### src/rtl/ham_frame_accum.sv
// ham_frame_accum
//   Sums FRAME_LEN unsigned Hamming weights into a saturating frame total and
//   presents it with a threshold-compare flag over a valid/ready handshake.
//   Typical use: per-frame bit-error counting (weight of A^B per word in,
//   error count per frame out).
//
// Ports
//   clk          rising-edge clock
//   rst_n        asynchronous active-low reset
//   clear        synchronous abort: drops the partial frame and any held result
//   in_valid     weight is valid
//   in_ready     block can accept a weight this cycle (high in ACCUM)
//   weight       N-bit Hamming weight of one word
//   threshold    compare limit, sampled on the frame-completing transfer
//   out_valid    total/over_thresh/saturated are valid (high in HOLD)
//   out_ready    consumer takes the result
//   total        saturating sum of the frame's weights
//   over_thresh  total > threshold (unsigned, strict)
//   saturated    the running sum reached all-ones at some point in the frame
module ham_frame_accum #(
    parameter int N         = 8,
    parameter int FRAME_LEN = 16,
    parameter int ACC_W     = 16
) (
    input  logic             clk,
    input  logic             rst_n,
    input  logic             clear,
    input  logic             in_valid,
    output logic             in_ready,
    input  logic [N-1:0]     weight,
    input  logic [ACC_W-1:0] threshold,
    output logic             out_valid,
    input  logic             out_ready,
    output logic [ACC_W-1:0] total,
    output logic             over_thresh,
    output logic             saturated
);

    // A one-word frame still needs a 1-bit counter so the ports stay legal.
    localparam int CNT_W = (FRAME_LEN > 1) ? $clog2(FRAME_LEN) : 1;
    localparam logic [CNT_W-1:0] LAST_CNT = CNT_W'(FRAME_LEN - 1);
    localparam logic [ACC_W-1:0] ALL_ONES = {ACC_W{1'b1}};

    typedef enum logic [0:0] {
        ACCUM = 1'b0,
        HOLD  = 1'b1
    } state_t;

    state_t           state_r;
    logic [ACC_W-1:0] acc_r;
    logic [CNT_W-1:0] cnt_r;
    logic             sat_flag_r;

    logic [ACC_W-1:0] acc_next_s;
    logic             sat_next_s;
    logic             last_s;

    // Saturating add with one guard bit: any carry out clamps to all-ones.
    function automatic logic [ACC_W-1:0] sat_add(input logic [ACC_W-1:0] a,
                                                 input logic [N-1:0]     w);
        logic [ACC_W:0] sum;
        sum = {1'b0, a} + (ACC_W+1)'(w);
        if (sum[ACC_W]) begin
            sat_add = ALL_ONES;
        end else begin
            sat_add = sum[ACC_W-1:0];
        end
    endfunction

    // Handshake outputs are decoded purely from the state register.
    assign in_ready  = (state_r == ACCUM);
    assign out_valid = (state_r == HOLD);

    // Next accumulator value and sticky saturation flag for the current weight.
    always_comb begin
        acc_next_s = sat_add(acc_r, weight);
        // Clamped results are all-ones too, so one compare covers both cases.
        if (acc_next_s == ALL_ONES) begin
            sat_next_s = 1'b1;
        end else begin
            sat_next_s = sat_flag_r;
        end
        last_s = (cnt_r == LAST_CNT);
    end

    // Frame accumulation, result hold and handshake state machine.
    always_ff @(posedge clk or negedge rst_n) begin
        if (!rst_n) begin
            state_r     <= ACCUM;
            acc_r       <= {ACC_W{1'b0}};
            cnt_r       <= {CNT_W{1'b0}};
            sat_flag_r  <= 1'b0;
            total       <= {ACC_W{1'b0}};
            over_thresh <= 1'b0;
            saturated   <= 1'b0;
        end else if (clear) begin
            // Abort discards the frame and any pending result; the last
            // published result registers keep their values.
            state_r    <= ACCUM;
            acc_r      <= {ACC_W{1'b0}};
            cnt_r      <= {CNT_W{1'b0}};
            sat_flag_r <= 1'b0;
        end else begin
            case (state_r)
                ACCUM: begin
                    if (in_valid) begin
                        if (last_s) begin
                            total       <= acc_next_s;
                            saturated   <= sat_next_s;
                            over_thresh <= (acc_next_s > threshold);
                            acc_r       <= {ACC_W{1'b0}};
                            cnt_r       <= {CNT_W{1'b0}};
                            sat_flag_r  <= 1'b0;
                            state_r     <= HOLD;
                        end else begin
                            acc_r      <= acc_next_s;
                            cnt_r      <= cnt_r + CNT_W'(1);
                            sat_flag_r <= sat_next_s;
                        end
                    end
                end
                HOLD: begin
                    // No bypass: the next weight is only taken once back in ACCUM.
                    if (out_ready) begin
                        state_r <= ACCUM;
                    end
                end
                default: begin
                    state_r <= ACCUM;
                end
            endcase
        end
    end

endmodule

### config.mk
export PLATFORM = sky130hd
export DESIGN_NAME = ham_frame_accum
export DESIGN_NICKNAME = d
export VERILOG_FILES = /design/src/rtl/ham_frame_accum.sv
export SDC_FILE = /design/constraint.sdc
export NUM_CORES = 1
export LEC_CHECK = 0
export BUFFER_PORTS_ARGS = -buffer_cell sky130_fd_sc_hd__buf_2
export CORE_MARGIN = 8
export CORE_UTILIZATION = 55
export CTS_CLUSTER_DIAMETER = 100
export DETAILED_ROUTE_END_ITERATION = 10
export GPL_ROUTABILITY_DRIVEN = 0
export PLACE_DENSITY = 0.79
export SLEW_MARGIN = 40
export SYNTH_ARGS = -nofsm -noshare
export SYNTH_HDL_FRONTEND = slang
export SYNTH_SLANG_ARGS = --single-unit
### constraint.sdc
create_clock -name clk -period 4.6 [get_ports clk]
set_input_delay 0.46 -clock clk [delete_from_list [all_inputs] [get_ports clk]]
set_output_delay 0.46 -clock clk [all_outputs]
set_load 0.02 [all_outputs]
==> results of run 1 <==
sequential cells by signal, summed over array words and instances (netlist names):
name,count
acc_r,16
cnt_r,4
out_valid,1
over_thresh,1
sat_flag_r,1
saturated,1
total,16
per-stage QoR:
stage	total power [mW]	std cells
after floorplan	0.551	303
after global placement	0.613	400
after detailed placement	0.619	400
after CTS	0.862	408
after global routing	0.910	408
final	0.857	408
where the power goes:
group / switching, mW / internal, mW
clock network: 0.121 / 0.122
logic: 0.145 / 0.0959
registers: 0.0100 / 0.363
total: 0.276 / 0.581
cell usage after synthesis (5+ instances only):
| master | instances | area [µm²] |
|---|---|---|
| inv_1 | 30 | 113 |
| nand3_1 | 5 | 25.0 |
| o21ai_1 | 12 | 60.1 |
| ha_1 | 25 | 313 |
| a21o_1 | 9 | 67.6 |
| xnor2_1 | 6 | 52.6 |
| dfrtp_1 | 40 | 1000 |
| nand2_1 | 51 | 191 |
| a21oi_1 | 13 | 65.1 |
| o21ai_0 | 21 | 105 |
| nor2_1 | 18 | 67.6 |
| clkbuf_1 | 6 | 22.5 |
cell type report:
cell class | instances | area share
clock buffers | 8 | 0.0295
inverters | 30 | 0.0369
multi-input cells | 224 | 0.494
flip-flops and latches | 40 | 0.328
well taps | 54 | 0.0221
repair buffers | 52 | 0.0894
metal layers:
layer,track usage,routed length [µm]
met3,0.0420,279
met5,0,0
met1,0.238,2910
met2,0.299,2940
met4,0.0637,95
cell families after synthesis:
group / after synthesis / synth area share
mux: 6 / 0.0249
compound gates: 83 / 0.204
buf+inv: 39 / 0.0587
flops: 40 / 0.376
fa+ha+maj: 26 / 0.125
simple gates: 100 / 0.182
xor+xnor: 9 / 0.0296
path summary, 6_finish.rpt:
kind	endpoint	depth (start not counted)	slack, ns	start
worst max-delay path	over_thresh	14	0.79	acc_r[0]
worst min-delay path	total[0]	1	0.13	rst_n
worst max register to register	over_thresh	14	0.79	acc_r[0]
worst min register to register	total[14]	2	0.48	total[14]
max in group asynchronous	out_valid	1	4.11	rst_n
min in group clk	out_valid	2	0.34	out_ready
==> results.txt, run 1 <==
----------------------------------------------------
[Timing]
  Number of failing hold endpoints at the final stage ... 0
  Pins Over Slew Limit ... 0
  Fraction of the cycle the final worst path needs ... 0.827
  Slack of the critical path ... ~0.8 ns
  Clock period minus final worst setup slack ... ~3.8 ns
  Worst rel slew slack ... 0.429
  Setup TNS Final ... 0 ns
  Count of final setup violators ... 0
  Tightest Pin Transition ... about 0.85 ns
  Worst hold slack ... approximately 0.13 ns
  Setup repair after global routing missed its margin ... no
  Worst clock skew ... ~0.0047 ns
  Timing-limited maximum frequency ... roughly 260 MHz

[Power and ir drop]
  PwrDens ... 281 nW/µm²
  Standby leakage power ... between 1.5 and 2 nW
  Worst vdd ir ... around 200 µV

[Hold path]
  Kind of path behind the tightest hold check ... in2async

[Routing]
  Detailed-route vias per instance ... 5.63
  Vias after detailed routing ... approximately 2300
  Average routed wire per standard cell ... ~15 µm
  DRC errors left ... 0
  DRT Pass-1 Iters ... 5
  Routed wire length ... approximately 6200 µm
  Antenna-violating nets left ... 0
  Violation count after the first detailed-route iteration ... around 110

[CTS]
  Skew-Pair Late Insertion Delay ... approximately 0.30 ns
  Quantity of gates resized following cts ... 0
  Number of clock buffers inserted by TritonCTS ... 5
  Sink count of the clock tree ... 40
  Number of buffers on the longest clock path ... 2
  Clock tree root buffer cell ... clkbuf_8
  H-tree depth ... 2
  TritonCTS clock tree ... done
  Clock-pin slew of the registers on the worst-case setup and hold paths ... approximately 0.08 ns
  Setup Fix Bufs, Post-CTS ... 0
  CTS hold repair buffers ... 0

[Layout]
  Share of the core filled with cells ... 0.650
  Highest-count cells in the layout ignoring fill and taps ... nand2_1 (51), buf_2 (47), dfrtp_1 (40)
  Final Net Count ... between 400 and 500
  Design area ... about 3100 µm²
  Ratio of cells with drive above 1 in the final layout ... 0.206
  Number of diodes ... 0
  Area used by multi-input combinational logic ... about 1500 µm²
  Fill cells ... between 400 and 500
  Sequential cell area in the final layout ... 1000 µm²
  Most frequent standard cell in the layout excluding fill and tap cells ... nand2_1
  Area added between synthesis and finish ... 14.5%

[Critical path]
  Slowest cell on the critical path ... fa_1
  Type of the worst setup path ... reg2reg
  Critical path peak fanout ... 11
  Cell Chain, Critical Path ... ha_1, fa_1, a211oi_2, nor3_4, o211a_1, a31oi_1, nand2_1, ha_1, a21o_1, a21o_1, a21oi_1, nor2_1, a2111oi_0, a21oi_1
  Bufs and invs on worst path ... 0
  Worst setup EP type ... register
  Type of element launching the critical path ... register
  Worst path top cell family by delay ... compound AO/OA/AOI/OAI gates
  Largest stage delay, worst path ... 0.42 ns
  Data arrival time of the critical path ... around 4 ns
  CP required ... around 4.8 ns

[Place]
  Place WS ... 0.589 ns
  Quantity of I/O buffers inserted on ports ... 48
  HPWL after detailed placement ... approximately 4900 µm
  Placed cell areas ... ~3000 µm²

[Die]
  Number of top-level design ports ... about 50
  Chip Height ... 85.6 µm
  Die area ... approximately 7300 µm²
  Area of the placeable core ... between 4000 and 5000 µm²
  Starting utilization of the core area ... 0.568
  # rows ... 25
  Die span in x ... 85.6 µm

[Global route]
  Via count of the first global-routing pass ... around 2400
  GRT Overall Usage ... 0.186
  Pin count of the biggest net entering global routing ... between 40 and 50
  GR Overflow Total ... 0
  Antenna violations before repair ... 0
  Global-route wire length before repair ... about 11000 µm

[Logic synthesis]
  Yosys Warn Count ... 0
  Part of the Yosys area used for sequential elements ... 0.376
  Syn_area_per_cell ... 8.79 µm²
  Number of library cell types mapped by synthesis ... 55
  Instance count of the mapped netlist ... between 300 and 400
  Count of flip-flops with a built-in enable after synthesis ... 0
  Most instantiated flip-flop cell in the synthesis netlist ... dfrtp_1
  Post-synthesis net count ... 358
  Proportion of synthesized flip-flops having asynchronous set or reset ... 1.00
  Synth Register Bits ... 40
  Area of the mapped netlist ... 2660 µm²

[Flow run]
  Reported max-cap violation count ... 0

[Outcome]
  Status ... finished, final reports clean

----------------------------------------------------
Note: power is estimated with default switching activity, not from simulation.
==> run 2, diff against run 1 <==
Clock period 4.6 ns to 3.8 ns, I/O delays scaled along.
==> results.txt, run 2 (same netlist as run 1, synthesis figures left out) <==
----------------------------------------------------
[Outcome]
  Status ... finished, final reports clean

[Critical path]
  Data arrival time of the critical path ... 3.69 ns (-0.28 ns)
  Critical Path Source ... acc_r[0]
  Internal reg-to-reg setup slack ... 0.27 ns (-0.52 ns)
  Type of element launching the critical path ... register
  R2r worst-path depth ... 16 (+2)
  CP required ... 3.96 ns (-0.81 ns)
  Critical path peak fanout ... 10 (-1)
  Type of the worst setup path ... reg2reg
  Worst R2R Start ... acc_r[0]
  Worst reg2reg path endpoint ... over_thresh
  Timing endpoint of the critical path ... over_thresh
  Worst setup EP type ... register

[Routing]
  Detailed-route vias per instance ... 5.72 (+1.8%)
  Highest metal layer used by the detailed router ... met4
  Vias after detailed routing ... 2381 (+3.7%)
  Detailed-route wire length on metal 1 ... 3090 µm (+6.1%)
  Violation count after the first detailed-route iteration ... 179 (+58%)
  Routed wire length ... 6710 µm (+7.7%)
  DRT Pass-1 Iters ... 4 (-1)
  Routed length on met2 ... 3070 µm (+4.4%)
  Antenna-violating nets left ... 0 (unchanged)
  Average routed wire per standard cell ... 16.1 µm (+5.7%)
  DRC errors left ... 0 (unchanged)
  Met3 WL ... 412 µm (+48%)

[CTS]
  H-tree depth ... 2 (unchanged)
  Number of buffers on the longest clock path ... 2 (unchanged)
  Clock-pin slew of the registers on the worst-case setup and hold paths ... 0.07 ns (about the same)
  CTS hold repair buffers ... 0 (unchanged)
  Clock tree root buffer cell ... clkbuf_8
  Number of clock buffers inserted by TritonCTS ... 5 (unchanged)
  Sink count of the clock tree ... 40 (unchanged)
  Setup Fix Bufs, Post-CTS ... 0 (unchanged)
  Skew-Pair Late Insertion Delay ... 0.29 ns (about the same)
  TritonCTS clock tree ... done
  Quantity of gates resized following cts ... 0 (unchanged)

[Die]
  Die area ... 7330 µm² (unchanged)
  Die span in x ... 85.6 µm (unchanged)
  Chip Height ... 85.6 µm (unchanged)
  # rows ... 25 (unchanged)
  Area of the placeable core ... 4690 µm² (unchanged)
  Number of top-level design ports ... 49 (unchanged)
  Starting utilization of the core area ... 0.568 (unchanged)

[Global route]
  Pin count of the biggest net entering global routing ... 41 (unchanged)
  Global-route wire length before repair ... 11700 µm (+6.5%)
  GRT Overall Usage ... 0.197 (+0.0120)
  Via count of the first global-routing pass ... 2479 (+4.0%)
  GR Overflow Total ... 0 (unchanged)
  Antenna violations before repair ... 0 (unchanged)

[Timing]
  Worst rel slew slack ... 0.646 (+0.217)
  Tightest Pin Transition ... 0.530 ns (-0.319 ns)
  Slack of the critical path ... 0.269 ns (-0.525 ns)
  Timing-limited maximum frequency ... 283 MHz (+7.8%)
  Setup repair after global routing missed its margin ... no
  Fraction of the cycle the final worst path needs ... 0.929 (+0.102)
  Number of failing hold endpoints at the final stage ... 0 (unchanged)
  Pins Over Slew Limit ... 0 (unchanged)
  Clock period minus final worst setup slack ... 3.53 ns (-0.275 ns)
  Count of final setup violators ... 0 (unchanged)
  Worst clock skew ... 0.00654 ns (+0.00185 ns)
  Setup TNS Final ... 0 ns (unchanged)

[Power and ir drop]
  Switching power ... 0.351 mW (+27%)
  Worst vdd ir ... 273 µV (+37%)
  Register share of total power ... 0.420 (-0.015)
  Power, Total ... 1.07 mW (+25%)
  Fraction of power consumed by combinational cells ... 0.308 (+0.027)
  Standby leakage power ... 1.79 nW (+2.3%)
  PwrDens ... 343 nW/µm² (+22%)
  Internal Dissipation ... 0.723 mW (+24%)
  Clock network fraction of total power ... 0.272 (-0.011)
  Switching power as a share of total power ... 0.327 (+0.00498)

[Layout]
  Number of diodes ... 0 (unchanged)
  Regs by FF count ... acc_r (16), total (16), cnt_r (4)
  Ratio of cells with drive above 1 in the final layout ... 0.229 (+0.0231)
  Final Net Count ... 416 (+2.0%)
  Fill cells ... 408 (+1.5%)
  Area added between synthesis and finish ... 17.3%
  Highest-count cells in the layout ignoring fill and taps ... nand2_1 (51), buf_2 (47), dfrtp_1 (40)
  Most frequent standard cell in the layout excluding fill and tap cells ... nand2_1

[Place]
  HPWL after detailed placement ... 5190 µm (+6.8%)
  Place WS ... 0.154 ns (-0.435 ns)
  Quantity of I/O buffers inserted on ports ... 48 (unchanged)

[Flow run]
  Reported max-cap violation count ... 0 (unchanged)

[Hold path]
  Kind of path behind the tightest hold check ... in2async

----------------------------------------------------
[run 2: how the worst min path moves through the flow]
stage / from / end / slack (ns) / depth (start not counted)
2_1_floorplan: rst_n / acc_r[0] / 0.08 / 0
3_3_place_gp: total[2] / total[2] / 0.46 / 2
3_5_place_dp: rst_n / total[6] / 0.39 / 1
4_1_cts: rst_n / total[6] / 0.08 / 1
5_1_grt: rst_n / total[6] / 0.1 / 1
6_report: rst_n / total[6] / 0.06 / 1
[run 2: layout make-up]
cell class                      instances  area, µm²  area share
Clock buffer                            8       90.1      0.0288
Inverter                               30        113      0.0360
Multi-Input combinational cell        224       1520       0.487
Sequential cell                        40       1000       0.320
Tap cell                               54       67.6      0.0216
Timing Repair Buffer                   60        333       0.106
[run 2: power by group through the flow]
| stage | logic (mW) | clock network [mW] | registers (mW) |
|---|---|---|---|
| 5_1_grt | 0.371 | 0.317 | 0.453 |
| 2_1_floorplan | 0.212 | 0 | 0.454 |
| 3_5_place_dp | 0.317 | 0 | 0.460 |
| 3_3_place_gp | 0.306 | 0 | 0.459 |
| 4_1_cts | 0.322 | 0.300 | 0.451 |
| 6_report | 0.331 | 0.292 | 0.451 |
[run 2: stage by stage]
step                      area (µm²)   util  hold WS, ns  std cells
after CTS                       3110  0.663       0.0780        416
after global routing            3130  0.666       0.0952        416
after global placement          3020  0.643        0.460        408
after floorplan                 2660      -       0.0844        303
final                           3130  0.666       0.0630        416
after detailed placement        3020  0.644        0.395        408
[run 2: critical path, stage by stage (launching register included)]
cell	delay [ns]
dfrtp_1	0.39
ha_1	0.22
fa_1	0.46
a211oi_4	0.35
nor3_4	0.11
o211a_1	0.25
buf_4	0.17
nor2_1	0.17
inv_1	0.07
ha_1	0.28
nor2b_1	0.13
o21a_1	0.16
o21a_1	0.16
o211ai_1	0.17
a21oi_1	0.09
o21ai_0	0.16
a21oi_1	0.08
[run 2: metal layers]
layer,vias to the layer above,global-route usage
met1,1126,0.261
met3,13,0.0392
met4,0,0.0796
met2,77,0.308
met5,-,0
li1,1165,-
